## src/rtl/pipe_stage_skid_reg.sv

```systemverilog
// Elastic pipeline-stage register with a valid/ready handshake and a 2-entry skid buffer.
// in_ready comes only from registered state and freeze/flush, so it never depends
// combinationally on out_ready.
//
// Ports:
//   clk        rising-edge clock
//   rst        asynchronous, active-high reset
//   freeze     hazard stall: hold all contents, no accept, no issue
//   flush      synchronous squash of all held entries; has priority over freeze
//   in_valid   upstream payload valid
//   in_ready   stage can accept this cycle
//   in_data    upstream payload
//   out_valid  payload available downstream
//   out_ready  downstream accepts
//   out_data   payload to the next stage (FLUSH_VAL when the stage is empty)
//   stall_cnt  saturating count of cycles a held entry could not leave
module pipe_stage_skid_reg #(
    parameter int unsigned          DATA_W    = 64,
    parameter logic [DATA_W-1:0]    FLUSH_VAL = '0,
    parameter int unsigned          CNT_W     = 16
) (
    input  logic              clk,
    input  logic              rst,
    input  logic              freeze,
    input  logic              flush,
    input  logic              in_valid,
    output logic              in_ready,
    input  logic [DATA_W-1:0] in_data,
    output logic              out_valid,
    input  logic              out_ready,
    output logic [DATA_W-1:0] out_data,
    output logic [CNT_W-1:0]  stall_cnt
);

    // Occupancy is {skid_v, main_v}: 00 empty, 01 one entry, 11 full. 10 is unreachable.
    logic              main_v_q, main_v_d;
    logic              skid_v_q, skid_v_d;
    logic [DATA_W-1:0] main_data_q, main_data_d;
    logic [DATA_W-1:0] skid_data_q, skid_data_d;
    logic [CNT_W-1:0]  stall_cnt_q, stall_cnt_d;

    logic accept;
    logic fire;

    assign in_ready  = !skid_v_q && !freeze && !flush;
    assign out_valid = main_v_q && !freeze;
    assign out_data  = main_data_q;
    assign stall_cnt = stall_cnt_q;

    assign accept = in_valid && in_ready;
    assign fire   = out_valid && out_ready;

    always_comb begin
        main_v_d    = main_v_q;
        skid_v_d    = skid_v_q;
        main_data_d = main_data_q;
        skid_data_d = skid_data_q;

        if (flush) begin
            main_v_d    = 1'b0;
            skid_v_d    = 1'b0;
            main_data_d = FLUSH_VAL;
        end else if (!freeze) begin
            case ({skid_v_q, main_v_q})
                2'b00: begin
                    if (accept) begin
                        main_v_d    = 1'b1;
                        main_data_d = in_data;
                    end
                end
                2'b01: begin
                    if (accept && fire) begin
                        main_data_d = in_data;
                    end else if (accept) begin
                        // Downstream stalled: park the newcomer behind the head entry.
                        skid_v_d    = 1'b1;
                        skid_data_d = in_data;
                    end else if (fire) begin
                        main_v_d    = 1'b0;
                        main_data_d = FLUSH_VAL;
                    end
                end
                2'b11: begin
                    // in_ready is low here, so only the drain path is possible.
                    if (fire) begin
                        main_data_d = skid_data_q;
                        skid_v_d    = 1'b0;
                    end
                end
                default: begin
                end
            endcase
        end
    end

    always_comb begin
        stall_cnt_d = stall_cnt_q;
        if (main_v_q && (freeze || !out_ready) && !flush && (stall_cnt_q != {CNT_W{1'b1}})) begin
            stall_cnt_d = stall_cnt_q + CNT_W'(1);
        end
    end

    always_ff @(posedge clk or posedge rst) begin
        if (rst) begin
            main_v_q    <= 1'b0;
            skid_v_q    <= 1'b0;
            main_data_q <= FLUSH_VAL;
            skid_data_q <= '0;
            stall_cnt_q <= '0;
        end else begin
            main_v_q    <= main_v_d;
            skid_v_q    <= skid_v_d;
            main_data_q <= main_data_d;
            skid_data_q <= skid_data_d;
            stall_cnt_q <= stall_cnt_d;
        end
    end

endmodule

```

## config.mk

```make
export PLATFORM = sky130hd
export DESIGN_NAME = pipe_stage_skid_reg
export DESIGN_NICKNAME = d
export VERILOG_FILES = /design/src/rtl/pipe_stage_skid_reg.sv
export SDC_FILE = /design/constraint.sdc
export NUM_CORES = 1
export LEC_CHECK = 0
export ABC_AREA = 1
export BUFFER_PORTS_ARGS = -buffer_cell sky130_fd_sc_hd__buf_2
export CORE_MARGIN = 2
export CORE_UTILIZATION = 55
export DETAILED_ROUTE_END_ITERATION = 10
export PLACE_DENSITY = 0.89
export SLEW_MARGIN = 5
export SYNTH_ARGS = -nofsm -noshare
export SYNTH_HDL_FRONTEND = slang
export SYNTH_SLANG_ARGS = --single-unit
```

## constraint.sdc

```tcl
create_clock -name clk -period 8.1 [get_ports clk]
set_clock_uncertainty 0.05 [all_clocks]
set_input_delay 1.62 -clock clk [delete_from_list [all_inputs] [get_ports clk]]
set_output_delay 1.62 -clock clk [all_outputs]
set_load 0.005 [all_outputs]
```

==> results.txt <==
----------------------------------------------------
[Power]
  Power density over the cells ... 301 nW/um^2
  Leakage ... between 4 and 5 nW
  Worst supply voltage drop on vdd ... 0.000157 V

[Finish]
  Diodes inserted ... 0
  Commonest cells after routing, fill and taps aside ... sky130_fd_sc_hd__nand2_1, sky130_fd_sc_hd__buf_2, sky130_fd_sc_hd__dfrtp_1, sky130_fd_sc_hd__o21ai_0, sky130_fd_sc_hd__inv_1
  Final layout net count ... approximately 1100
  Layout-stage area growth over the synthesis result ... 17.6%
  Leading cell type in the layout, fill and taps excluded ... sky130_fd_sc_hd__nand2_1
  Count of placed standard cells in the final layout, fillers left out ... 1190
  Fraction of final layout cells sized beyond drive strength 1 ... 0.213
  Util after Layout ... 0.660

[Clocking]
  PostCTS Resize Cnt ... 0
  Clock latency on the worst-skew pair ... slightly above 0.4 ns
  Sink count of the clock tree ... 146
  H-tree depth ... 4
  CTS Hold Bufs ... 0
  Reg clk slew, reported paths ... roughly 0.060 ns
  Post-CTS setup buffer count ... 0
  Clk buf depth ... 2
  TritonCTS Buffers ... 17
  CTS tree ... yes
  Clock tree root buffer cell ... sky130_fd_sc_hd__clkbuf_16

[Timing]
  Fin Hold WS ... around 0.43 ns
  Count of pins over their slew limit ... 0
  Fin. Hold Viols ... 0
  Minimum period implied by the final worst setup slack ... ~3.8 ns
  Headroom to the max-slew limit ... 0.289
  Unrepaired setup endpoints after global routing ... false
  Top achievable clock speed ... 264 MHz
  Final setup TNS ... 0 ns
  Ratio of final minimum period to clock period ... 0.467
  Setup-failing EPs final ... 0
  Worst slew pin tran ... 1.07 ns

[Routing]
  Total via count after detailed routing ... 5932
  Antenna viol nets, final ... 0
  Average wire per cell in the routed design ... 13.5 um
  First-pass DRT Iterations ... 5
  Starting DRT DRC Count ... approximately 440
  DR vias/cell ... around 5
  Drc violations ... 0
  Total routed wirelength ... 16.1 mm

[Logic synthesis]
  Synth Net Count ... between 900 and 1000
  Share of the synthesized area in the top cell type ... 0.520
  #FFs+latches synth ... 146
  Library cell occupying the most area in the post-synthesis netlist ... sky130_fd_sc_hd__dfrtp_1
  Mapped Area ... approximately 7000 sq um
  Yosys warning total ... 0
  Mean instance size in the synthesized netlist ... 8.00 sq um
  Library cells used by synthesis ... 29
  Ranking of synthesized cells by area ... sky130_fd_sc_hd__dfrtp_1, sky130_fd_sc_hd__nand2_1, sky130_fd_sc_hd__o21ai_0, sky130_fd_sc_hd__inv_1, sky130_fd_sc_hd__o21ai_1
  Sequential cell area fraction in the yosys report ... 0.520
  Synthesized instance count ... around 900

[Hold path]
  Hold crit path type ... reg2reg

[Die]
  Number of top-level pins ... around 150
  Height of the die ... around 120 um
  DIE AREA ... around 14000 sq um
  Initial core utilization ... 0.561
  Die Span X ... around 120 um
  Std-Cell Core Area ... roughly 13000 sq um
  Number of placement rows ... just over 40

[GRT]
  Pin count of the biggest net entering global routing ... 128
  Wire length of the first global-routing pass ... between 20 and 30 mm
  Via count of the first global-routing pass ... between 5000 and 6000
  Remaining global-route overflow ... 0
  Initial antenna violation count ... 0
  Global-route usage over all layers ... 0.247

[Worst setup path]
  Data arrival time of the critical path ... 2.11 ns
  Start-to-end type of the worst setup path ... in2out
  Highest net fanout along the worst path ... 5
  Data required time at the worst endpoint ... about 6.4 ns
  Sort of element at the end of the critical path ... output pin
  R2R Setup Slk ... 5.58 ns
  CP startpoint kind ... primary input

[Placement]
  Placer congestion estimate ... 0.980
  HPWL reported at the end of detailed placement ... 10.2 mm
  Count of input and output buffers ... approximately 150
  Number of cells in the design after placement ... roughly 1200

[Job]
  Max capacitance violation total ... 0

[Run status]
  Run status ... completed

----------------------------------------------------
==> cell families (layout without fill, tap and decap cells) <==
logic type                 after synthesis  after routing  synth area share
DFF                                    146            146             0.520
xor gates and xnor gates                11             11            0.0137
AOI/OAI and AO/OA                      195            195             0.150
adders and majority gates                1              1           0.00178
and+or+nand+nor                        396            396             0.222
buffers and inverters                  129            269            0.0929
==> state kept, by name, indices dropped and copies added (netlist names) <==
signal and count:
stall_cnt 16, skid_data_q 64, skid_v_q 1, main_v_q 1, out_data 64
==> synthesized netlist by cell type, drive strengths merged <==
cell / number
o21ai: 190
o211ai: 1
dfrtp: 146
nand2: 352
xnor2: 7
inv: 81
nand3: 11
xor2: 4
nor2: 30
ha: 1
o21bai: 3
clkbuf: 14
nor3: 1
a21oi: 1
nand4: 2
buf: 34
==> power breakdown <==
part | switching (W) | total (W) | internal, W | leakage, nW
sequential | 0.000158 | 0.00115 | 0.000989 | 1.92
combinational | 0.000358 | 0.000594 | 0.000236 | 2.17
clock | 0.000289 | 0.000744 | 0.000455 | 0.282
total | 0.000806 | 0.00249 | 0.00168 | 4.37
==> worst max-delay path, stage by stage <==
cell	delay, ns
sky130_fd_sc_hd__buf_2	0.11
sky130_fd_sc_hd__inv_2	0.10
sky130_fd_sc_hd__nand2_1	0.08
sky130_fd_sc_hd__nor2_1	0.09
sky130_fd_sc_hd__buf_2	0.12
==> through the flow <==
stage	total power, W	setup WS (ns)	instance area [sq um]
after floorplan	0.00154	2.51	7020
after global placement	0.00171	4.33	7700
after detailed placement	0.00175	4.32	7700
after CTS	0.00250	4.32	8260
after global routing	0.00266	4.25	8260
final	0.00249	4.32	8260
==> area by class of cell <==
| type | count | area, sq um |
|---|---|---|
| fill | 1087 | 4260 |
| sequential | 146 | 3650 |
| multi-input combinational | 603 | 2720 |
| timing repair buffer | 157 | 801 |
| clock buffer | 19 | 443 |
| inverter | 81 | 312 |
| tap | 172 | 215 |
| clock inverter | 12 | 116 |
==> path summary, 6_finish.rpt <==
path | cells after the start | end | startpoint
worst max-delay path | 5 | in_ready | freeze
max in group asynchronous | 3 | skid_data_q[26]$_DFFE_PP0P_ | rst
min in group asynchronous | 2 | stall_cnt[0]$_DFFE_PP0P_ | rst
worst max register to register | 8 | skid_data_q[41]$_DFFE_PP0P_ | main_v_q$_DFFE_PP0P_
worst min register to register | 2 | out_data[41]$_DFFE_PP0P_ | out_data[41]$_DFFE_PP0P_
worst min-delay path | 2 | out_data[41]$_DFFE_PP0P_ | out_data[41]$_DFFE_PP0P_
==> layer usage <==
metal / up-vias / routed length, um / track usage
li1: 3002 / - / -
met1: 2733 / 7130 / 0.325
met2: 157 / 7720 / 0.396
met3: 40 / 754 / 0.0536
met4: 0 / 466 / 0.113
met5: - / 0 / 0
No activity file was read; power rests on OpenSTA's default activity.
